## src/rtl/mem_write_scheduler.sv

```systemverilog
// Round-robin write scheduler: two stream FIFOs share one memory write port.
// Optional macro STREAM1_PRIORITY_EN gives stream 1 fixed priority on ties.

module mws_fifo #(
    parameter int N     = 32,
    parameter int DEPTH = 4
) (
    input  logic         clk,
    input  logic         rst_n,
    input  logic         push,
    input  logic         pop,
    input  logic [N-1:0] din,
    output logic [N-1:0] dout,
    output logic         empty,
    output logic         full
);
    localparam int PW = $clog2(DEPTH);
    localparam logic [PW:0] PONE = 1;

    logic [N-1:0] buf_q [DEPTH];
    logic [PW:0]  wptr_q, wptr_d, rptr_q, rptr_d;

    always_comb begin
        wptr_d = wptr_q;
        rptr_d = rptr_q;
        if (push) wptr_d = wptr_q + PONE;
        if (pop)  rptr_d = rptr_q + PONE;
    end

    always_ff @(posedge clk or negedge rst_n) begin
        if (!rst_n) begin
            wptr_q <= '0;
            rptr_q <= '0;
        end else begin
            wptr_q <= wptr_d;
            rptr_q <= rptr_d;
        end
    end

    // Storage needs no reset: pointers alone define what is valid.
    always_ff @(posedge clk) begin
        if (push) buf_q[wptr_q[PW-1:0]] <= din;
    end

    assign dout  = buf_q[rptr_q[PW-1:0]];
    assign empty = (wptr_q == rptr_q);
    assign full  = (wptr_q[PW] != rptr_q[PW]) && (wptr_q[PW-1:0] == rptr_q[PW-1:0]);
endmodule

module mem_write_scheduler #(
    parameter int N     = 32,
    parameter int AW    = 16,
    parameter int DEPTH = 4
) (
    input  logic          clk,
    input  logic          reset,
    input  logic          start,
    input  logic [AW-1:0] base1,
    input  logic [AW-1:0] base2,
    input  logic [AW-1:0] count1,
    input  logic [AW-1:0] count2,
    input  logic          store1,
    input  logic [N-1:0]  data1,
    output logic          ready1,
    input  logic          store2,
    input  logic [N-1:0]  data2,
    output logic          ready2,
    input  logic          mem_stall,
    output logic          mem_we,
    output logic [AW-1:0] mem_addr,
    output logic [N-1:0]  mem_data,
    output logic          done,
    output logic          err
);
    typedef enum logic [1:0] {IDLE, RUN, DONE} state_t;
    localparam logic [AW-1:0] ONE = 1;

    state_t        state_q, state_d;
    logic [AW-1:0] addr1_q, addr1_d, addr2_q, addr2_d;
    logic [AW-1:0] rem1_q, rem1_d, rem2_q, rem2_d;
    logic          last_q, last_d;   // 1: stream 2 was granted last
    logic          err_q, err_d;
    logic          mem_we_q, mem_we_d;
    logic [AW-1:0] mem_addr_q, mem_addr_d;
    logic [N-1:0]  mem_data_q, mem_data_d;

    logic          run, out_free, push1, push2, pick1, pick2;
    logic          full1, full2, empty1, empty2;
    logic [N-1:0]  head1, head2;

    assign run      = (state_q == RUN);
    assign ready1   = run & ~full1;
    assign ready2   = run & ~full2;
    assign push1    = store1 & ready1 & (rem1_q != '0);
    assign push2    = store2 & ready2 & (rem2_q != '0);
    assign out_free = ~mem_we_q | ~mem_stall;

    mws_fifo #(.N(N), .DEPTH(DEPTH)) u_fifo1 (
        .clk(clk), .rst_n(reset), .push(push1), .pop(pick1), .din(data1),
        .dout(head1), .empty(empty1), .full(full1)
    );

    mws_fifo #(.N(N), .DEPTH(DEPTH)) u_fifo2 (
        .clk(clk), .rst_n(reset), .push(push2), .pop(pick2), .din(data2),
        .dout(head2), .empty(empty2), .full(full2)
    );

    always_comb begin
        pick1 = 1'b0;
        pick2 = 1'b0;
        if (out_free) begin
            if (!empty1 && !empty2) begin
`ifdef STREAM1_PRIORITY_EN
                pick1 = 1'b1;
`else
                pick1 = last_q;
                pick2 = ~last_q;
`endif
            end else if (!empty1) begin
                pick1 = 1'b1;
            end else if (!empty2) begin
                pick2 = 1'b1;
            end
        end
    end

    always_comb begin
        state_d    = state_q;
        addr1_d    = addr1_q;
        addr2_d    = addr2_q;
        rem1_d     = rem1_q;
        rem2_d     = rem2_q;
        last_d     = last_q;
        err_d      = err_q;
        mem_we_d   = mem_we_q;
        mem_addr_d = mem_addr_q;
        mem_data_d = mem_data_q;

        if (push1) rem1_d = rem1_q - ONE;
        if (push2) rem2_d = rem2_q - ONE;
        // A word offered beyond the announced count is dropped and flagged.
        if ((store1 && ready1 && rem1_q == '0) || (store2 && ready2 && rem2_q == '0))
            err_d = 1'b1;

        if (out_free) begin
            mem_we_d = pick1 | pick2;
            if (pick1) begin
                mem_addr_d = addr1_q;
                mem_data_d = head1;
                addr1_d    = addr1_q + ONE;
                last_d     = 1'b0;
            end else if (pick2) begin
                mem_addr_d = addr2_q;
                mem_data_d = head2;
                addr2_d    = addr2_q + ONE;
                last_d     = 1'b1;
            end
        end

        case (state_q)
            IDLE, DONE: begin
                if (start) begin
                    state_d = RUN;
                    addr1_d = base1;
                    addr2_d = base2;
                    rem1_d  = count1;
                    rem2_d  = count2;
                    err_d   = 1'b0;
                end
            end
            RUN: begin
                // A write completing on this edge no longer counts as pending.
                if (rem1_q == '0 && rem2_q == '0 && empty1 && empty2 &&
                    !(mem_we_q && mem_stall))
                    state_d = DONE;
            end
            default: state_d = IDLE;
        endcase
    end

    always_ff @(posedge clk or negedge reset) begin
        if (!reset) begin
            state_q    <= IDLE;
            addr1_q    <= '0;
            addr2_q    <= '0;
            rem1_q     <= '0;
            rem2_q     <= '0;
            last_q     <= 1'b1;
            err_q      <= 1'b0;
            mem_we_q   <= 1'b0;
            mem_addr_q <= '0;
            mem_data_q <= '0;
        end else begin
            state_q    <= state_d;
            addr1_q    <= addr1_d;
            addr2_q    <= addr2_d;
            rem1_q     <= rem1_d;
            rem2_q     <= rem2_d;
            last_q     <= last_d;
            err_q      <= err_d;
            mem_we_q   <= mem_we_d;
            mem_addr_q <= mem_addr_d;
            mem_data_q <= mem_data_d;
        end
    end

    assign mem_we   = mem_we_q;
    assign mem_addr = mem_addr_q;
    assign mem_data = mem_data_q;
    assign done     = (state_q == DONE);
    assign err      = err_q;
endmodule

```

## config.mk

```make
export PLATFORM = sky130hd
export DESIGN_NAME = mem_write_scheduler
export DESIGN_NICKNAME = d
export VERILOG_FILES = /design/src/rtl/mem_write_scheduler.sv
export SDC_FILE = /design/constraint.sdc
export NUM_CORES = 1
export LEC_CHECK = 0
export BUFFER_PORTS_ARGS = -buffer_cell sky130_fd_sc_hd__clkbuf_2
export CAP_MARGIN = 20
export CORE_MARGIN = 5
export CORE_UTILIZATION = 43
export CTS_BUF_LIST = sky130_fd_sc_hd__clkbuf_4 sky130_fd_sc_hd__clkbuf_8 sky130_fd_sc_hd__clkbuf_16
export DETAILED_ROUTE_END_ITERATION = 12
export PLACE_DENSITY = 0.67
export SLEW_MARGIN = 15
export SYNTH_ARGS = -nofsm -noshare
export SYNTH_HDL_FRONTEND = slang
export SYNTH_HIERARCHICAL = 1
export SYNTH_SLANG_ARGS = --single-unit
```

## constraint.sdc

```tcl
create_clock -name clk -period 8.7 [get_ports clk]
set_clock_uncertainty 0.05 [all_clocks]
set_input_delay 0 -clock clk [delete_from_list [all_inputs] [get_ports clk]]
set_output_delay 0 -clock clk [all_outputs]
set_load 0.03 [all_outputs]
```

**Word-level counts from Yosys, hierarchy flattened**

Memory sizes are Yosys's and may differ from the RTL's.
Index checks and enable logic that the tools add are counted.
Widths: inputs -> output; s select.

- Flip-flop bits (word level): 129
- Memory bits (writable): 256
- Bits of input ports: 134
- Output and inout port bits: 53
- Logic and storage cells: 110
- Memories kept: 2

- $add $sub $neg: 8
- Equality and inequality tests: 10
- Muxes and demuxes: 38
- Bitwise logic cells: 13
- Reductions and logical operators: 25

Memories:

| name | depth | width | rd ports | clocked after Yosys merged registers in | write ports | RTL line | source |
|---|---|---|---|---|---|---|---|
| u_fifo1.buf_q | 4 | 32 | 1 | 0 | 1 | 20 | `logic [N-1:0] buf_q [DEPTH];` |
| u_fifo2.buf_q | 4 | 32 | 1 | 0 | 1 | 20 |  |

Operators by type and width:

| operator | count |
|---|---|
| $mux 16 | 17 |
| $mux 32 | 2 |
| $add 16x1->16 const B | 2 |
| $logic_not 16->1 | 2 |
| $reduce_bool 16->1 | 2 |
| $sub 16x1->16 const B | 2 |
| $mux 1 | 16 |
| $add 3x1->3 const B | 4 |
| $logic_and 1x1->1 | 12 |
| $and 1x1->1 | 6 |
| $eq 3x3->1 | 2 |
| $not 1->1 | 5 |
| $eq 2x2->1 | 2 |
| $mux 2 | 2 |
| $pmux 2 s2 | 1 |
| $reduce_and 2->1 | 2 |
| $logic_not 1->1 | 3 |
| $eq 2x1->1 const B | 1 |
| $eq 2x2->1 const B | 1 |
| $logic_not 2->1 | 1 |
| $ne 1x1->1 | 2 |
| $ne 2x1->1 const B | 1 |
| $ne 2x2->1 const B | 1 |
| $or 1x1->1 | 2 |
| other kinds (3) | 3 |

**Logic depth before layout (Yosys ltp)**

Gate-level depths: netlist of the first run.

- Depth after elaboration: 10
- Gate-level depth with buffers: 12
- Gate-level depth less buffers: 8

**Modules after synthesis**

The synthesis of the first run kept the hierarchy.

By module, submodules not included:

| module | times used | cells an instance | area each (µm²) | sequential area each (µm²) |
|---|---|---|---|---|
| mws_fifo | 2 | 198 | 5013.6 | 3993.8 |
| mem_write_scheduler | 1 | 708 | 6197.2 | 2929.1 |

**Worst setup path after synthesis of the first run**

Ideal clock, no wire load.

- Path type: register -> register
- From: register u_fifo1.rptr_q[0]
- To: memory u_fifo1.buf_q[3][0] (enable)
- Setup time: 0.394 ns
- Arrival: 3.144 ns
- Required time: 8.256 ns
- Setup slack: 5.112 ns
- Cell stages (with the launch flop): 9
- Path buffers: 2
- Period minus slack after synthesis: 3.588 ns
- Path through: dfrtp_1 buf_6 buf_12 xor2_1 nor3_1 nor3b_1 nand2_1 nor2_1 and2_1

- Word-level cells in the longest chain between the ends: 8

RTL lines:

| element | RTL line | source |
|---|---|---|
| start: declaration | 21 | `logic [PW:0] wptr_q, wptr_d, rptr_q, rptr_d;` |
| start signal: assignment | 36 | `rptr_q <= rptr_d;` |
| $eq 2x2->1 | 47 | `assign full = (wptr_q[PW] != rptr_q[PW]) && (wptr_q[PW-1:0] == rptr_q[PW-1:0]);` |
| $logic_and 1x1->1 | 47 |  |
| net full1 | 88 | `logic full1, full2, empty1, empty2;` |
| $not 1->1 | 92 | `assign ready1 = run & ~full1;` |
| $and 1x1->1 | 92 |  |
| net ready1 | 64 | `output logic ready1,` |
| $and 1x1->1 (2 in series) | 94 | `assign push1 = store1 & ready1 & (rem1_q != '0);` |
| net push1 | 87 | `logic run, out_free, push1, push2, pick1, pick2;` |
| $mux 1 | 42 | `if (push) buf_q[wptr_q[PW-1:0]] <= din;` |
| $mux 1 (implied by the code) | 42 |  |
| end: declaration | 20 |  |

The timed path passes the listed nets, and every way through them passes these cells.

**Worst setup path in the final report of the first run**

- From: register u_fifo2.rptr_q[1]
- To: register mem_addr_q[0] (netlist: mem_addr[0])

- Word-level cells in the longest chain between the ends: 7
- Elaborated cells between the ends (all ways): 12
- Those cells by class: eq/ne: 1; mux: 7; reduce/logical: 4

RTL lines:

| element | RTL line | source |
|---|---|---|
| start: declaration | 21 |  |
| start signal: assignment | 36 |  |
| $eq 3x3->1 * | 46 | `assign empty = (wptr_q == rptr_q);` |
| net empty2 | 88 |  |
| $mux 1 or $logic_not 1->1 (tied branches) | n/a |  |
| $mux 1 or $logic_and 1x1->1 (tied branches) | 119, 112 |  |
| $mux 1 | 112 | `if (!empty1 && !empty2) begin` |
| $mux 1 | 111 | `if (out_free) begin` |
| $reduce_bool 2->1 (no source line) | n/a |  |
| $reduce_and 2->1 (no source line) | n/a |  |
| end signal: assignment | 202 | `mem_addr_q <= mem_addr_d;` |
| end: declaration | 84 | `logic [AW-1:0] mem_addr_q, mem_addr_d;` |

The timed path passes the listed nets; every way through them passes the cells marked *.
A chain may end at the register's enable or synchronous reset.

==> key figures, run 1 <==
Synthesis
  – Top cell type's share of synthesized area: 0.4738
  – Most common flop cell mapped by yosys: edfxtp_1
  – Mapped cell area: 16,220 sq um
  – Syn Area/Cell: 14.70 sq um
  – Net Count, Synth: 1,254
  – EDFF count, synth: 256
  – Ys async rst share: 0.3351
  – Leading area contributor after synthesis: edfxtp_1
  – Synthesis-stage register bit count: 385
  – Post-Synthesis Cells: 1,104
  – Sequential share of the synthesized area: 0.6729
  – Synth unique cells: 59
  – Top post-synthesis cells by area: edfxtp_1 (47%), dfrtp_1 (20%), mux4_2 (7.8%), o21ai_0 (2.6%), nand2_1 (2.2%)
  – Yosys warning count: 6

Worst setup path
  – CP Capture Type: register
  – Startpoint Class: register
  – CP dominant cell by count: buf_4
  – CP delay by family, top: buffers and inverters
  – Slowest CP cell: dfrtp_2
  – Buf/Inv on CP: 3
  – Crit-path cells: xor2_1 > nor3b_1 > buf_4 > o21ba_2 > nand2_1 > inv_2 > buf_4 > mux2i_1 > o21ai_0
  – Critical path class: register to register
  – CP Data Required Time: 9.04 ns
  – Critical Path Max Stage Delay: 0.98 ns
  – Crit-path max FO: 35
  – Worst path arrival time: 3.85 ns

Detailed routing
  – Routed Antenna Nets: 0
  – Vias post-DR: 10,700
  – WL met1: 16,900 um
  – DRT Pass-1 Iters: 5
  – Highest metal layer with signal wires: met5
  – DRT Wirelength: 39,960 um
  – Met3 WL: 2839 um
  – WL met2: 19,490 um
  – DR vias/cell: 5.433
  – # DRC: 0
  – Number of DRC markers in iteration 0: 736
  – Wire per inst: 20.30 um

Run status
  – Status: complete, no violations

Placed design
  – Placement Cell Area: 17,550 sq um
  – Placer Congestion: 0.8213
  – Dpl hpwl: 24,620 um
  – Number of buffers inserted by port buffering: 186

Hold path
  – Type of the worst min-delay path: primary input to register

Clock tree
  – H-tree Lvls: 2
  – CTS tree: done
  – Clock Tree Buf Depth: 3
  – Clock Latency Late Sink: 0.56 ns
  – Clk pin slew, worst setup/hold paths: 0.06 ns
  – Number of CTS-inserted buffers: 41
  – CTS sink count: 385
  – Clock root cell: clkbuf_16
  – Post-CTS Resized: 0
  – # Post-CTS Setup Buffers: 0

Floorplanning
  – Die Span Y: 204.2 um
  – Initial Utilization: 0.4328
  – Core area: 37,490 sq um
  – Total die area: 41,720 sq um
  – Std-Cell Rows: 71
  – I/O Pins: 187
  – Die X: 204.2 um

Final layout
  – Final nets: 1,573
  – Final core utilization: 0.5443
  – Layout cells sized above 1: 0.2431
  – Most frequent cells in the layout: edfxtp_1 (256), clkbuf_2 (185), dlygate4sd3_1 (143), dfrtp_1 (124), nand2_1 (96)
  – Non-Filler Cell Area, Final: 20,410 sq um
  – Commonest non-fill, non-tap cell in the layout: edfxtp_1
  – Layout area overhead: 25.77%

STA
  – Final setup viols: 0
  – Rel. slew slack: 0.2950
  – Total Negative Setup Slacks: 0 ns
  – Slew Viols, Final: 0
  – F_max: 284.7 MHz
  – Final worst path period share: 0.4037
  – Hold Fails Final Rpt: 0
  – Worst-margin pin slew: 1.058 ns
  – Unrepaired setup endpoints after global routing: false
  – Final min period: 3.512 ns

Pwr
  – Worst VDD drop: 0.2418 mV
  – Total Power: 6914 uW
  – Leakage Power: 0.007617 uW
  – Power Density: 338.8 nW/um^2

Global route
  – Number of global-route vias before repair: 10,910
  – Grt ovf: 0
  – Initial antenna violation count: 4
  – Global-route wire length before repair: 62,480 um
  – Largest net degree at the start of global routing: 98
  – All-Layer GR Usage: 0.1915

Flow run
  – Max Cap Violations: 0
-- flip-flops by register name (all words and copies together), names as in the netlist, 2 cells and up --
name and flops:
u_fifo1/wptr_q 3, rem2_q 16, state_q 2, u_fifo1/rptr_q 3, u_fifo2/buf_q 128, addr1_q 16, mem_addr 16, addr2_q 16
u_fifo2/wptr_q 3, rem1_q 16, u_fifo2/rptr_q 3, mem_data 32, u_fifo1/buf_q 128
-- tightest hold or removal path, stage by stage --
cell	delay [ns]
clkbuf_2	0.11
nand2_1	0.24
nand3_1	0.25
-- synthesized netlist by cell type (3+ instances only) --
cell and n:
o22ai_1 40, buf_12 6, or4_1 23, and4_1 4, or2_2 3, buf_2 10, edfxtp_1 256, clkbuf_1 43
nor3b_1 4, inv_1 16, mux2i_1 7, nor4_1 12, nor3_1 8, dfrtp_1 128, mux4_2 56, or3_1 34
and2_1 14, nand4b_1 4, nand3_1 25, nor2b_1 4, nand4_1 10, nor2_1 57, xor2_1 12, a21oi_1 6
o211ai_1 6, mux4_1 8, o21ai_0 84, xnor2_1 11, o31ai_1 17, ha_1 16, a31oi_1 42, nand2b_1 5
nand2_1 97
-- cells by family (layout without fill, tap and decap cells) --
| family | after synthesis | after routing | synth area share |
|---|---|---|---|
| compound gates | 212 | 212 | 0.07928 |
| xor+xnor | 23 | 23 | 0.01242 |
| fa+ha+maj | 16 | 16 | 0.01234 |
| buf+inv | 80 | 432 | 0.02630 |
| flops | 385 | 385 | 0.6729 |
| mux | 73 | 73 | 0.09640 |
| other cells | 0 | 2 | 0 |
| simple gates | 315 | 315 | 0.1004 |
-- area by class of cell --
class,count,area (sq um)
diodes,2,5.005
clock buffers,58,1202
clock inverters,18,191.4
fillers,3072,17080
inverters,16,60.06
multi-input cells,639,4915
flip-flops and latches,385,10920
well taps,511,639.4
repair buffers,340,2471
-- metal layers --
metal  vias up  track usage
met5         -            0
met4         4      0.04642
met3        57      0.04221
met2       346       0.3176
met1      5324       0.2609
li1       4967            -
-- power breakdown --
part | leakage, uW | internal [uW] | switching (uW) | total (uW)
clock | 0.000700 | 1060 | 713 | 1770
combinational | 0.00302 | 916 | 1340 | 2260
sequential | 0.00390 | 2520 | 362 | 2880
-- stage by stage --
stage / setup slack, ns / hold slack, ns / cells
6_report: 5.188 / 0.05157 / 1969
5_1_grt: 4.804 / 0.09341 / 1969
4_1_cts: 5.101 / 0.04153 / 1967
3_5_place_dp: 5.124 / -0.01287 / 1747
3_3_place_gp: 5.177 / -0.01635 / 1747
2_1_floorplan: 5.112 / -0.3456 / 1104
-- repair_timing --
item                                    4_1_cts  5_1_grt
endpoints found under the setup margin        0        0
hold buffers                                144        0
hold endpoints to repair                    387        0
-- path summary, 6_finish.rpt --
| path | cells after the start | to | slack (ns) | start |
|---|---|---|---|---|
| max | 9 | mem_addr[0]$_DFFE_PN0P_ | 5.19 | u_fifo2/rptr_q[1]$_DFFE_PN0P_ |
| max in group asynchronous | 4 | u_fifo2/rptr_q[1]$_DFFE_PN0P_ | 7.15 | reset |
| min | 3 | mem_we$_DFFE_PN0N_ | 0.05 | mem_stall |
| min in group asynchronous | 4 | addr1_q[8]$_DFF_PN0_ | 0.54 | reset |
| max reg2reg | 9 | mem_addr[0]$_DFFE_PN0P_ | 5.19 | u_fifo2/rptr_q[1]$_DFFE_PN0P_ |
| min reg2reg | 2 | mem_addr[9]$_DFFE_PN0P_ | 0.43 | mem_addr[9]$_DFFE_PN0P_ |
(Power assumes the default switching activity.)
==> run 2, diff against run 1 <==
--- a/config.mk
+++ b/config.mk
@@ -11,7 +11,7 @@
 export CORE_UTILIZATION = 43
 export CTS_BUF_LIST = sky130_fd_sc_hd__clkbuf_4 sky130_fd_sc_hd__clkbuf_8 sky130_fd_sc_hd__clkbuf_16
 export DETAILED_ROUTE_END_ITERATION = 12
-export PLACE_DENSITY = 0.67
+export PLACE_DENSITY = 0.69
 export SLEW_MARGIN = 15
 export SYNTH_ARGS = -nofsm -noshare
 export SYNTH_HDL_FRONTEND = slang
==> constraint.sdc (replaced) <==
create_clock -name clk -period 3 [get_ports clk]
set_clock_uncertainty 0.05 [all_clocks]
set_input_delay 0 -clock clk [delete_from_list [all_inputs] [get_ports clk]]
set_output_delay 0 -clock clk [all_outputs]
set_load 0.03 [all_outputs]
==> run 2 against run 1 <==
First-iteration DRC count rose by 14%. Sequential cell count did not move. Utilization rose by 1.1 points. Sequential power rose to 2.8 times the previous value. Non-clock buffer count rose by 24. Critical path depth fell by 1. Final area rose by 2.0%. Register-to-register slack got worse by 5.1 ns. Via count rose by 3.0%. Critical path type unchanged. Critical endpoint is now u_fifo2/buf_q[3][23]$_DFFE_PP_. Largest cell class unchanged.
==> key figures, run 2 (synthesized netlist as in run 1, its figures left out) <==
Run status
  – Status: complete, no violations

Detailed routing
  – DRT Pass-1 Iters: 5 (unchanged)
  – # DRC: 0 (unchanged)
  – DR vias/cell: 5.517 (+1.5%)
  – Vias post-DR: 11,020 (+3.0%)
  – DRT Wirelength: 41,110 um (+2.9%)
  – Routed Antenna Nets: 0 (unchanged)
  – Number of DRC markers in iteration 0: 840 (+14%)
  – Wire per inst: 20.58 um (+1.4%)

Pwr
  – Internal: 13,530 uW (+200%)
  – Leakage Power: 0.007812 uW (+2.6%)
  – P_sw: 7241 uW (+200%)
  – Worst VDD drop: 0.6797 mV (+180%)
  – Clock power share: 0.266 (+0.010)
  – Combinational share of power: 0.342 (+0.016)
  – Power share of the sequential group: 0.392 (-0.025)
  – Switching Fraction: 0.3486 (-0.0006951)
  – Power Density: 997.8 nW/um^2 (+190%)

STA
  – Final setup viols: 0 (unchanged)
  – F_max: 348.2 MHz (+22%)
  – Unrepaired setup endpoints after global routing: false
  – Slew Viols, Final: 0 (unchanged)
  – Hold Fails Final Rpt: 0 (unchanged)
  – Worst-margin pin slew: 0.8426 ns (-0.2149 ns)
  – Total Negative Setup Slacks: 0 ns (unchanged)
  – Final worst path period share: 0.9574 (+0.5537)
  – Slack of the critical path: 0.1277 ns (-5.060 ns)
  – Final min period: 2.872 ns (-0.6399 ns)
  – Rel. slew slack: 0.4383 (+0.1433)

Floorplanning
  – Die X: 204.2 um (unchanged)
  – Die Span Y: 204.2 um (unchanged)
  – Core area: 37,490 sq um (unchanged)
  – Initial Utilization: 0.4328 (unchanged)
  – I/O Pins: 187 (unchanged)
  – Std-Cell Rows: 71 (unchanged)
  – Total die area: 41,720 sq um (unchanged)

Worst setup path
  – CP Data Required Time: 3.24 ns (-5.80 ns)
  – Crit-path max FO: 26 (-26%)
  – Critical path class: register to register
  – Slowest CP cell: or4b_2
  – Startpoint Class: register
  – CP Capture Type: register
  – Critical Path Max Stage Delay: 0.59 ns (-0.39 ns)
  – Reg2Reg Depth: 8 (-1)
  – Crit-path cells: inv_1 > ha_1 > or4b_2 > or2_2 > nor2_1 > nor2_1 > and2_2 > buf_12
  – Worst path arrival time: 3.11 ns (-0.74 ns)
  – CP dominant cell by count: nor2_1

Clock tree
  – Clock Latency Late Sink: 0.55 ns (about the same)
  – CTS tree: done
  – H-tree Lvls: 2 (unchanged)
  – Clock root cell: clkbuf_16
  – Clock Tree Buf Depth: 3 (unchanged)
  – Number of CTS-inserted buffers: 43 (+4.9%)
  – CTS sink count: 385 (unchanged)
  – # Post-CTS Setup Buffers: 0 (unchanged)
  – Clk pin slew, worst setup/hold paths: 0.06 ns (about the same)

Final layout
  – Layout area overhead: 28.30%
  – Final core utilization: 0.5553 (+0.01095)
  – Layout cells sized above 1: 0.2594 (+0.01630)
  – Most frequent cells in the layout: edfxtp_1 (256), clkbuf_2 (185), dlygate4sd3_1 (142), dfrtp_1 (124), nand2_1 (96)
  – Commonest non-fill, non-tap cell in the layout: edfxtp_1
  – Final nets: 1,599 (+1.7%)

Global route
  – Number of global-route vias before repair: 11,200 (+2.7%)
  – Largest net degree at the start of global routing: 83 (-15%)
  – Grt ovf: 0 (unchanged)
  – Global-route wire length before repair: 64,090 um (+2.6%)
  – All-Layer GR Usage: 0.1947 (+0.003104)
  – Initial antenna violation count: 7 (+3)

Placed design
  – Number of buffers inserted by port buffering: 186 (unchanged)
  – Setup WS pre-CTS: 0.01886 ns (-5.105 ns)
  – Placer Congestion: 0.8614 (+4.9%)
  – Dpl hpwl: 26,350 um (+7.1%)

Hold path
  – Type of the worst min-delay path: primary input to async pin

Flow run
  – Max Cap Violations: 0 (unchanged)
-- run 2: cell count changes in the layout (fill, tap and decap cells not counted), sizes merged --
cell,previous run,this run
dlygate4sd3,143,142
diode,2,3
clkinvlp,0,2
clkinv,14,15
bufinv,3,6
clkbuf,243,240
buf,12,37
inv,17,18
-- run 2: final timing paths --
check | slack (ns) | start | end
max | 0.13 | rem2_q[0]$_DFF_PN0_ | u_fifo2/buf_q[3][23]$_DFFE_PP_
max reg2reg | 0.13 | rem2_q[0]$_DFF_PN0_ | u_fifo2/buf_q[3][23]$_DFFE_PP_
min | 0.05 | reset | addr1_q[6]$_DFF_PN0_
max in group asynchronous | 2.06 | reset | addr1_q[9]$_DFF_PN0_
min reg2reg | 0.43 | mem_addr[12]$_DFFE_PN0P_ | mem_addr[12]$_DFFE_PN0P_
min in group clk | 0.06 | store1 | err$_DFF_PN0_
-- run 2: power by group through the flow --
stage | combinational (uW) | clock (uW) | sequential (uW)
final | 7100 | 5530 | 8140
after floorplan | 4250 | 0 | 8600
after global placement | 6760 | 0 | 8140
after CTS | 7160 | 5640 | 8130
after global routing | 7710 | 5870 | 8300
after detailed placement | 6880 | 0 | 8220
-- run 2: per-stage QoR --
step / std cells / power [uW] / hold WS, ns / area, sq um
floorplan: 1104 / 12860 / -0.3456 / 16230
global placement: 1773 / 14900 / 0.09009 / 17860
detailed placement: 1773 / 15100 / 0.1005 / 17860
CTS: 1995 / 20930 / 0.03742 / 20810
global route: 1997 / 21880 / 0.07760 / 20810
finish: 1998 / 20770 / 0.04974 / 20820
-- run 2: worst max-delay path: cells and delay by family (launching register included) --
family,cells,cell delay (ns)
adders and majority gates,1,0.15
and+or+nand+nor,5,1.65
DFF,1,0.39
buffers and inverters,2,0.34
-- run 2: layout make-up --
class	count	area [sq um]
Antenna cell	3	7.507
Clock buffer	55	1197
Clock inverter	25	325.3
Fill cell	2952	16670
Inverter	16	60.06
Multi-Input combinational cell	639	4923
Sequential cell	385	10920
Tap cell	511	639.4
Timing Repair Buffer	364	2741
-- run 2: routing by layer --
layer / vias up / global-route usage / share of wire
met4: 10 / 0.04044 / 0.016
met5: - / 0 / 0.0011
li1: 5024 / - / -
met1: 5508 / 0.2668 / 0.42
met3: 63 / 0.04110 / 0.074
met2: 417 / 0.3254 / 0.49
-- run 2: what timing repair did --
action | CTS | global route
setup endpoints to repair | 3 | 64
gates resized for setup | 1 | 2
hold buffers | 142 | 0
endpoints found under the hold margin | 404 | 0
